**config.mk**
```make
export PLATFORM = sky130hd
export DESIGN_NAME = mem_stage
export DESIGN_NICKNAME = d
export VERILOG_FILES = /design/src/rtl/mem_stage_pkg.sv /design/src/rtl/mem_stage_load_align.sv /design/src/rtl/mem_stage.sv
export SDC_FILE = /design/constraint.sdc
export NUM_CORES = 1
export LEC_CHECK = 0
export ABC_AREA = 0
export CORE_AREA = 2 2 183 185
export CTS_CLUSTER_SIZE = 14
export DETAILED_ROUTE_END_ITERATION = 8
export DIE_AREA = 0 0 185 187
export MAX_ROUTING_LAYER = met4
export SYNTH_ARGS = -nofsm -noshare
export SYNTH_HDL_FRONTEND = slang
export SYNTH_SLANG_ARGS = --single-unit
```
**constraint.sdc**
```tcl
create_clock -name clk_i -period 2.8 [get_ports clk_i]
set_input_delay 0.7 -clock clk_i [delete_from_list [all_inputs] [get_ports clk_i]]
set_output_delay 0.7 -clock clk_i [all_outputs]
set_load 0.02 [all_outputs]
```
**src/rtl/mem_stage_pkg.sv**
```systemverilog
// ---------------------------------------------------------------------------
// mem_stage_pkg
// Shared types for the memory-access pipeline stage:
//   - datapath widths (XLEN, ADDRW, MASKW, REGW)
//   - mem_size_e   : access size (byte / half / word)
//   - mem_state_e  : memory-stage FSM states
//   - ex_mem_t     : execute -> memory pipeline record
//   - mem_wb_t     : memory -> writeback pipeline record (with debug trace)
//   - lane_mask()  : byte-enable mask for a given size and byte lane
// ---------------------------------------------------------------------------
package mem_stage_pkg;

    localparam int XLEN  = 32;
    localparam int ADDRW = 32;
    localparam int MASKW = XLEN / 8;
    localparam int REGW  = 5;

    typedef enum logic [1:0] {
        MEM_B = 2'd0,
        MEM_H = 2'd1,
        MEM_W = 2'd2
    } mem_size_e;

    typedef enum logic [1:0] {
        ST_IDLE     = 2'd0,
        ST_REQ      = 2'd1,
        ST_WAIT_RSP = 2'd2
    } mem_state_e;

    typedef struct packed {
        logic [XLEN-1:0] pc;
        logic [31:0]     instr;
        logic [REGW-1:0] rs1_s;
        logic [REGW-1:0] rs2_s;
    } ex_dbg_t;

    typedef struct packed {
        logic            valid;
        logic [XLEN-1:0] alu_res;
        logic [XLEN-1:0] rs2_v;
        logic [REGW-1:0] rd_s;
        logic            rd_we;
        logic            is_load;
        logic            is_store;
        mem_size_e       size;
        logic            unsigned_ld;
        ex_dbg_t         debug;
    } ex_mem_t;

    typedef struct packed {
        logic [XLEN-1:0]  pc;
        logic [31:0]      instr;
        logic [REGW-1:0]  rs1_s;
        logic [REGW-1:0]  rs2_s;
        logic [XLEN-1:0]  mem_addr;
        logic [MASKW-1:0] rmask;
        logic [MASKW-1:0] wmask;
        logic [XLEN-1:0]  wdata;
        logic [XLEN-1:0]  rdata;
        logic             misalign;
    } mem_dbg_t;

    typedef struct packed {
        logic            valid;
        logic [REGW-1:0] rd_s;
        logic            rd_we;
        logic [XLEN-1:0] rd_v;
        mem_dbg_t        debug;
    } mem_wb_t;

    // Mask is built twice as wide so a shifted half at lane 3 simply drops
    // its upper bit instead of wrapping around.
    function automatic logic [MASKW-1:0] lane_mask(input mem_size_e size,
                                                   input logic [1:0] lane);
        logic [2*MASKW-1:0] m;
        case (size)
            MEM_B:   m = (2*MASKW)'(1) << lane;
            MEM_H:   m = (2*MASKW)'(3) << lane;
            default: m = (2*MASKW)'({MASKW{1'b1}});
        endcase
        return m[MASKW-1:0];
    endfunction

endpackage

```
**src/rtl/mem_stage_load_align.sv**
```systemverilog
// ---------------------------------------------------------------------------
// load_align
// Combinational load-data alignment: shifts the addressed byte lane down to
// bit 0, then zero- or sign-extends according to access size.
// Ports:
//   i_rdata    : raw word returned by data memory
//   i_lane     : byte offset within the word (alu_res[1:0])
//   i_size     : access size (mem_size_e)
//   i_unsigned : 1 = zero-extend, 0 = sign-extend
//   o_rd_v     : aligned, extended result for the register file
// ---------------------------------------------------------------------------
module load_align
    import mem_stage_pkg::*;
(
    input  logic [XLEN-1:0] i_rdata,
    input  logic [1:0]      i_lane,
    input  mem_size_e       i_size,
    input  logic            i_unsigned,
    output logic [XLEN-1:0] o_rd_v
);

    logic [XLEN-1:0] w_shifted;
    logic            w_sign_b;
    logic            w_sign_h;

    assign w_shifted = i_rdata >> {i_lane, 3'b000};
    assign w_sign_b  = ~i_unsigned & w_shifted[7];
    assign w_sign_h  = ~i_unsigned & w_shifted[15];

    always_comb begin
        o_rd_v = w_shifted;
        case (i_size)
            MEM_B:   o_rd_v = {{(XLEN-8){w_sign_b}},  w_shifted[7:0]};
            MEM_H:   o_rd_v = {{(XLEN-16){w_sign_h}}, w_shifted[15:0]};
            default: o_rd_v = w_shifted;
        endcase
    end

endmodule

```
**src/rtl/mem_stage.sv**
```systemverilog
// ---------------------------------------------------------------------------
// mem_stage
// Memory-access pipeline stage between execute and writeback. Issues loads
// and stores on a request/grant/response data-memory port, aligns load data,
// builds store byte masks and registers the mem_wb_t record. Upstream is
// stalled (and must hold ex_mem_i stable) while an access is outstanding.
//
// Parameter:
//   RSP_TIMEOUT : cycles in WAIT_RSP before a load is abandoned (0 = never)
// Optional build macro:
//   MEM_MISALIGN_CHECK_EN : misaligned half/word accesses are not issued;
//                           they complete with rd_we=0 and debug.misalign=1.
// Ports:
//   clk_i, rst_i (sync, active-low)
//   ex_mem_i         : execute/memory record
//   stall_o          : hold ex_mem_i upstream
//   dmem_req_o/we_o/addr_o/wmask_o/wdata_o : memory request
//   dmem_gnt_i, dmem_rvalid_i, dmem_rdata_i : memory grant / response
//   mem_wb_o         : registered writeback record
//   timeout_o        : one-cycle pulse, aligned with the abandoned load's
//                      completion record
// ---------------------------------------------------------------------------
module mem_stage
    import mem_stage_pkg::*;
#(
    parameter int RSP_TIMEOUT = 255
) (
    input  logic             clk_i,
    input  logic             rst_i,
    input  ex_mem_t          ex_mem_i,
    output logic             stall_o,
    output logic             dmem_req_o,
    output logic             dmem_we_o,
    output logic [ADDRW-1:0] dmem_addr_o,
    output logic [MASKW-1:0] dmem_wmask_o,
    output logic [XLEN-1:0]  dmem_wdata_o,
    input  logic             dmem_gnt_i,
    input  logic             dmem_rvalid_i,
    input  logic [XLEN-1:0]  dmem_rdata_i,
    output mem_wb_t          mem_wb_o,
    output logic             timeout_o
);

    localparam int CW = (RSP_TIMEOUT > 2) ? $clog2(RSP_TIMEOUT) : 1;

    mem_state_e      r_state;
    logic [CW-1:0]   r_cnt;
    mem_wb_t         r_mem_wb;
    logic            r_timeout;

    mem_state_e       w_state_next;
    mem_wb_t          w_wb_next;
    logic [1:0]       w_lane;
    logic             w_is_mem;
    logic             w_misalign;
    logic             w_access;
    logic             w_issue;
    logic [MASKW-1:0] w_mask;
    logic [XLEN-1:0]  w_st_data;
    logic [XLEN-1:0]  w_ld_v;
    logic             w_to_hit;
    logic             w_complete;
    logic             w_load_done;
    logic             w_rd_we;
    logic             w_timeout;
    logic             w_stall;

    assign w_lane   = ex_mem_i.alu_res[1:0];
    assign w_is_mem = ex_mem_i.valid & (ex_mem_i.is_load | ex_mem_i.is_store);

`ifdef MEM_MISALIGN_CHECK_EN
    always_comb begin
        w_misalign = 1'b0;
        if (w_is_mem) begin
            case (ex_mem_i.size)
                MEM_H:   w_misalign = w_lane[0];
                MEM_W:   w_misalign = (w_lane != 2'b00);
                default: w_misalign = 1'b0;
            endcase
        end
    end
`else
    assign w_misalign = 1'b0;
`endif

    assign w_access = w_is_mem & ~w_misalign;
    assign w_issue  = w_access & ((r_state == ST_IDLE) | (r_state == ST_REQ));
    assign w_mask   = lane_mask(ex_mem_i.size, w_lane);

    always_comb begin
        case (ex_mem_i.size)
            MEM_B:   w_st_data = {MASKW{ex_mem_i.rs2_v[7:0]}};
            MEM_H:   w_st_data = {(MASKW/2){ex_mem_i.rs2_v[15:0]}};
            default: w_st_data = ex_mem_i.rs2_v;
        endcase
    end

    // Request outputs are combinational from the held ex_mem_i record, so
    // they stay stable across REQ cycles while upstream is stalled.
    assign dmem_req_o   = w_issue;
    assign dmem_we_o    = w_issue & ex_mem_i.is_store;
    assign dmem_addr_o  = {ex_mem_i.alu_res[ADDRW-1:2], 2'b00};
    assign dmem_wmask_o = (w_issue & ex_mem_i.is_store) ? w_mask : '0;
    assign dmem_wdata_o = (w_issue & ex_mem_i.is_store) ? w_st_data : '0;

    load_align u_load_align (
        .i_rdata    (dmem_rdata_i),
        .i_lane     (w_lane),
        .i_size     (ex_mem_i.size),
        .i_unsigned (ex_mem_i.unsigned_ld),
        .o_rd_v     (w_ld_v)
    );

    generate
        if (RSP_TIMEOUT != 0) begin : g_timeout
            localparam logic [CW-1:0] TO_LAST = CW'(RSP_TIMEOUT - 1);
            assign w_to_hit = (r_cnt == TO_LAST);
        end else begin : g_no_timeout
            assign w_to_hit = 1'b0;
        end
    endgenerate

    // Next-state and completion decode.
    always_comb begin
        w_state_next = r_state;
        w_complete   = 1'b0;
        w_load_done  = 1'b0;
        w_rd_we      = 1'b0;
        w_timeout    = 1'b0;
        w_stall      = 1'b0;
        case (r_state)
            ST_IDLE, ST_REQ: begin
                w_state_next = ST_IDLE;
                if (ex_mem_i.valid) begin
                    if (!w_access) begin
                        // ALU op, or a rejected misaligned access
                        w_complete = 1'b1;
                        w_rd_we    = ex_mem_i.rd_we & ~w_is_mem;
                    end else if (!dmem_gnt_i) begin
                        w_stall      = 1'b1;
                        w_state_next = ST_REQ;
                    end else if (ex_mem_i.is_store) begin
                        w_complete = 1'b1;
                    end else if (dmem_rvalid_i) begin
                        w_complete  = 1'b1;
                        w_load_done = 1'b1;
                        w_rd_we     = ex_mem_i.rd_we;
                    end else begin
                        w_stall      = 1'b1;
                        w_state_next = ST_WAIT_RSP;
                    end
                end
            end
            ST_WAIT_RSP: begin
                // rvalid is tested first so it wins over a same-cycle timeout
                if (dmem_rvalid_i) begin
                    w_complete   = 1'b1;
                    w_load_done  = 1'b1;
                    w_rd_we      = ex_mem_i.rd_we;
                    w_state_next = ST_IDLE;
                end else if (w_to_hit) begin
                    w_complete   = 1'b1;
                    w_timeout    = 1'b1;
                    w_state_next = ST_IDLE;
                end else begin
                    w_stall = 1'b1;
                end
            end
            default: w_state_next = ST_IDLE;
        endcase
    end

    assign stall_o = w_stall;

    always_comb begin
        w_wb_next = '0;
        if (w_complete) begin
            w_wb_next.valid          = 1'b1;
            w_wb_next.rd_s           = ex_mem_i.rd_s;
            w_wb_next.rd_we          = w_rd_we;
            w_wb_next.rd_v           = w_load_done ? w_ld_v
                                     : (w_is_mem ? '0 : ex_mem_i.alu_res);
            w_wb_next.debug.pc       = ex_mem_i.debug.pc;
            w_wb_next.debug.instr    = ex_mem_i.debug.instr;
            w_wb_next.debug.rs1_s    = ex_mem_i.debug.rs1_s;
            w_wb_next.debug.rs2_s    = ex_mem_i.debug.rs2_s;
            w_wb_next.debug.mem_addr = ex_mem_i.alu_res;
            w_wb_next.debug.rmask    = (w_access & ex_mem_i.is_load)  ? w_mask    : '0;
            w_wb_next.debug.wmask    = (w_access & ex_mem_i.is_store) ? w_mask    : '0;
            w_wb_next.debug.wdata    = (w_access & ex_mem_i.is_store) ? w_st_data : '0;
            w_wb_next.debug.rdata    = w_load_done ? dmem_rdata_i : '0;
            w_wb_next.debug.misalign = w_misalign;
        end
    end

    always_ff @(posedge clk_i) begin
        if (!rst_i) begin
            r_state   <= ST_IDLE;
            r_cnt     <= '0;
            r_mem_wb  <= '0;
            r_timeout <= 1'b0;
        end else begin
            r_state   <= w_state_next;
            r_mem_wb  <= w_wb_next;
            r_timeout <= w_timeout;
            // Counter restarts on every entry into WAIT_RSP.
            if (r_state == ST_WAIT_RSP) begin
                r_cnt <= r_cnt + 1'b1;
            end else begin
                r_cnt <= '0;
            end
        end
    end

    assign mem_wb_o  = r_mem_wb;
    assign timeout_o = r_timeout;

endmodule

```
# Yosys cells after proc, flatten, opt, wreduce, memory -nomap -nowiden
# Cells that the tools add are included.
[word_totals]
input_bits = 186
word_cells = 96
reg_bits = 229
out_inout_bits = 290
[op_classes]
eq_ne = 5
reduce_logical = 9
n_addsub = 1
mux = 47
n_shift = 3
n_bitwise = 14
[ops]
columns = ["cell", "count"]
rows = [
  ["218-bit 2-to-1 mux", 1],
  ["32-bit 2-to-1 mux", 5],
  ["32-bit one-hot mux with 2 select lines", 2],
  ["32-bit by 5-bit right shift with 32-bit output", 1],
  ["1-bit 2-to-1 mux", 23],
  ["2-bit 2-to-1 mux", 7],
  ["4-bit 2-to-1 mux", 3],
  ["3-bit AND reduction", 3],
  ["8-bit by 1-bit adder with 8-bit output (second input constant)", 1],
  ["1-bit AND", 8],
  ["8-bit equality test (second input constant)", 1],
  ["1-bit one-hot mux with 2 select lines", 4],
  ["4-bit one-hot mux with 2 select lines", 1],
  ["2-bit by 1-bit equality test with 1-bit output (second input constant)", 2],
  ["2-bit logical NOT", 2],
  ["1-bit NOT", 4],
  ["2-bit one-hot mux with 2 select lines", 1],
  ["2-bit AND reduction", 2],
  ["1-bit by 2-bit left shift with 4-bit output (first input constant)", 1],
  ["2-bit by 2-bit left shift with 4-bit output (first input constant)", 1],
  ["3-bit inequality test (second input constant)", 1],
  ["3-bit OR reduction", 1],
  ["2-bit equality test (second input constant)", 1],
  ["1-bit OR", 2],
  ["2-bit OR reduction", 1],
]

# Logic depth before layout (Yosys ltp)
[logic_depth]
ltp_word = 8
mapped_depth = 8
depth_no_buf = 6

# By module
# A second synthesis with hierarchy kept.
[unflattened]
cells_unflattened = 809
hier_area_um2 = 8296.7
[by_module_without_submodules]
columns = ["mod", "area_per_inst_um2", "cells_each", "seq_area_each_um2", "n_inst"]
rows = [
  ["mem_stage", 7528.5, 706, 4564.4, 1],
  ["load_align", 768.2, 103, 0.0, 1],
]

# Worst setup path before layout
# No wires, ideal clock.
[synth_path]
path_kind = "input port to output port"
startpoint = "in ex_mem_i[149] in the netlist's numbering"
endpoint = "out dmem_wdata_o[11]"
t_required_ns = 2.100
path_slack_ns = 0.223
n_path_buf = 2
arrival_ns = 1.877
cell_stages = 5
cell_sequence = "nand2_1 > or2_2 > clkbuf_1 > buf_1 > nor2_1"
[synth_between]
elab_chain_len = 4
[synth_rtl]
columns = ["item", "line", "source"]
rows = [
  ["start, declared", "mem_stage.sv:30", "input ex_mem_t ex_mem_i,"],
  ["1-bit AND", "mem_stage.sv:69", "assign w_is_mem = ex_mem_i.valid & (ex_mem_i.is_load | ex_mem_i.is_store);"],
  ["1-bit AND", "mem_stage.sv:87", "assign w_issue = w_access & ((r_state == ST_IDLE) | (r_state == ST_REQ));"],
  ["1-bit AND", "mem_stage.sv:104", "assign dmem_wdata_o = (w_issue & ex_mem_i.is_store) ? w_st_data : '0;"],
  ["32-bit 2-to-1 mux", "mem_stage.sv:104", ""],
  ["end, declared", "mem_stage.sv:36", "output logic [XLEN-1:0] dmem_wdata_o,"],
]
# No other way between the ends.

# Final worst setup path
[layout_path]
startpoint = "in ex_mem_i[75] in the netlist's numbering"
endpoint = "out dmem_wdata_o[14]"
[layout_between]
elab_chain_len = 3
word_cells_on_any_way = 4
cone_classes = "eq/ne (1); mux (2); reduce/logical (1)"
[layout_rtl]
columns = ["item", "line", "source"]
rows = [
  ["2-bit by 1-bit equality test with 1-bit output / 2-bit logical NOT (equally long branches)", "mem_stage.sv:91", "case (ex_mem_i.size)"],
  ["32-bit one-hot mux with 2 select lines *", "mem_stage.sv:91", ""],
  ["32-bit 2-to-1 mux *", "mem_stage.sv:104", ""],
]
# Every way passes the cells marked *; elsewhere a longest branch is shown, timed or not.

==> impl_metrics.toml <==
[clock_network]
numCtsBuffers = 26
holdBufCountCts = 0
cts_buffer_depth = 3
cts_tree = "yes"
clk_pin_slew_ps = 60
clk_latency_ps = 530
clock_sinks = 228
htree_levels = 1
root_buffer = "clkbuf_16"

[timing]
skew_ps = 12.7
setup_viol = 0
period_minus_slack_ps = 2770
period_share_pct = 99.1
rsz0062_at_grt = "true"
hold_violations = 0
fmax_mhz = 360
final-max-slew-violation-count = 0

[setup_path]
crit_path_start_kind = "input port"
r2r_start = "r_cnt[0]"
critical-path-slowest-cell = "clkdlybuf4s15_1"
r2r_end = "mem_wb_o[210]"
critical_path.top_delay_family = "buffers and inverters"
reg2reg_slack_ps = 720
crit_buf_inv = 5
critPathMaxFanout = 6
reg2regPathDepth = 8
end_kind = "output port"
path_class = "in2out"
cp_cell_sequence = "clkdlybuf4s15_1 > buf_12 > nor2_4 > buf_6 > buf_4 > mux2i_2 > nor2_1 > buf_2"
worstPathRequired_ps = 2100
critPathArrivalTime_ps = 2070
critical-path-max-stage-delay_ps = 320

[floorplan]
die_w_um = 185
core_um2 = 32900
fp.dieH_um = 187
dieArea_um2 = 34600
initial_core_util_pct = 24.7
fp-row-count = 67
pin_count = 476

[hold_path]
min_from = "r_cnt[7]"
hold_class = "reg2reg"
holdPathStages = 2
hold_end = "timeout_o"

[run_status]
status = "complete, no violations"

[layout]
drive_gt1_share_pct = 16.0
syn_to_final_growth_pct = 78.6
final_core_util_pct = 44.1
diodes = 0
fin_cells = 1767
nNetsFinal = 1490

[synth]
syn_area_um2 = 8110
ys_ff_latch = 228
synth.avg_cell_area_um2 = 10.2
postSynthCellCount = 792
synth_top_area_share_pct = 56.3
yosys_warnings = 0
synth.area.top_cells = "dfxtp_1 (56%), and2_1 (9.3%), mux2i_1 (3.9%)"
ys_types = 47
synth_largest_area_cell = "dfxtp_1"
synth-seq-area-share_pct = 56.3

[routing]
firstDrtPassIters = 4
ant_nets = 0
wl_per_cell_um = 18.9
wl_met2_um = 17200
finalWirelength_um = 33300
drc = 0
initialDrtViolationCount = 312
wl_met1_um = 12100
routed.top_layer = "met4"
via_per_inst = 4.30
vias = 7592
routed-wl-met3_um = 3150

[power_and_ir_drop]
ir_drop_mv = 0.359
switchingPower_uw = 2010
clock_power_share_pct = 41.8
p_per_area_nw_per_um2 = 558
p_leak_uw = 0.00582
seqPwrFrac_pct = 41.7
p_int_uw = 6070
p_sw_share_pct = 24.9
comb_power_share_pct = 16.5

[placement]
dp_hpwl_um = 26100
portBuffers = 472
placed_cells = 1715
place_congestion = 0.926

[global_route]
grt_max_degree = 72
gr-total-overflow = 0
grt_usage_pct = 19.1
antenna_found_initial = 0
grt_pass1_vias = 7791
grt_pass1_wl_um = 47900

[flow_run]
cap_violations = 0
## sequential cells by signal, indices dropped and copies added, names as in the netlist
name       cells
timeout_o      1
mem_wb_o     217
r_cnt          8
r_state        2
## metrics by stage
stage,area [µm²],hold slack (ps),total power (µW),TNS (ps),setup WS (ps)
finish,14500,496,8080,0,25.2
global route,14500,534,8410,-11.6,-7.28
CTS,14500,496,8200,0,2.06
detailed placement,13700,483,4780,-16430,-517
global placement,13700,481,4780,-14870,-455
floorplan,8120,453,3990,0,223
## how the worst max path moves through the flow
stage / to / cells after the start / slack (ps) / from
2_1_floorplan: dmem_wdata_o[11] / 5 / 220 / ex_mem_i[149]
3_3_place_gp: dmem_wdata_o[6] / 6 / -450 / ex_mem_i[149]
3_5_place_dp: dmem_wdata_o[3] / 6 / -520 / ex_mem_i[149]
4_1_cts: stall_o / 6 / 2 / ex_mem_i[149]
5_1_grt: dmem_wdata_o[11] / 8 / -7 / ex_mem_i[75]
6_report: dmem_wdata_o[14] / 8 / 30 / ex_mem_i[75]
## placed cells by master, fill, tap and decap left out, drive strengths merged, types with 15 or more instances in the layout
cell	n
dfxtp	228
nand2	30
a211oi	17
nor2	54
mux2	15
mux2i	33
o211ai	15
nand3	20
a21oi	40
and3	33
clkbuf	41
clkdlybuf4s50	430
buf	135
nor3	34
and2	121
## power by group through the flow
stage	clock network (µW)	logic [µW]	registers [µW]
floorplan	0	419	3570
global placement	0	1340	3440
detailed placement	0	1340	3440
CTS	3480	1350	3370
global route	3620	1420	3380
finish	3380	1330	3370
## what timing repair did
action	in CTS	in global routing
setup buffers	6	0
endpoints found under the setup margin	39	14
gates cloned	1	0
resized for setup	159	4
## cells in the mapped netlist (all sizes together)
cell type / instances
a21o: 1
o22ai: 2
a22oi: 1
nand3: 20
a221oi: 1
and4: 1
a21oi: 40
nor2b: 6
nor2: 54
nor4b: 2
a41o: 1
and2b: 2
o21ai: 2
o211ai: 15
buf: 68
nand2: 30
nand2b: 3
and3: 33
nand4: 2
nor3: 34
o2bb2ai: 8
a32oi: 2
a211oi: 17
nor3b: 9
dfxtp: 228
or2: 2
xnor2: 1
conb: 1
mux2: 15
mux2i: 33
a32o: 1
o21a: 1
ha: 2
and2: 121
o221ai: 1
xor2: 5
clkbuf: 23
inv: 4
## routing by layer
layer | track usage, % | vias up
li1 | - | 3650
met1 | 19.1 | 3541
met2 | 35.2 | 353
met3 | 6.00 | 48
met4 | 5.46 | 0
met5 | - | -
## tightest hold or removal path: stages (launching register included)
cell and delay (ps):
dfxtp_1 330, nand4_1 70, nor3_1 40
## final cells by class
type / instances / area, µm²
Clock buffer: 40 / 795
Sequential cell: 228 / 4560
Timing Repair Buffer: 571 / 5420
Inverter: 4 / 20.0
Fill cell: 3182 / 18400
Multi-Input combinational cell: 471 / 3060
Clock inverter: 5 / 62.6
Tap cell: 448 / 561
## cell families (layout without fill, tap and decap cells)
group / count (synthesis) / after routing / synth area share [%]
other: 1 / 3 / 0.0462
adders and majority gates: 2 / 2 / 0.308
xor gates and xnor gates: 6 / 6 / 0.648
AOI/OAI and AO/OA: 93 / 93 / 8.02
DFF: 228 / 228 / 56.3
and+or+nand+nor: 319 / 319 / 21.5
muxes: 48 / 48 / 6.20
buffers and inverters: 95 / 620 / 7.02
No activity file was read; power rests on OpenSTA's default activity.
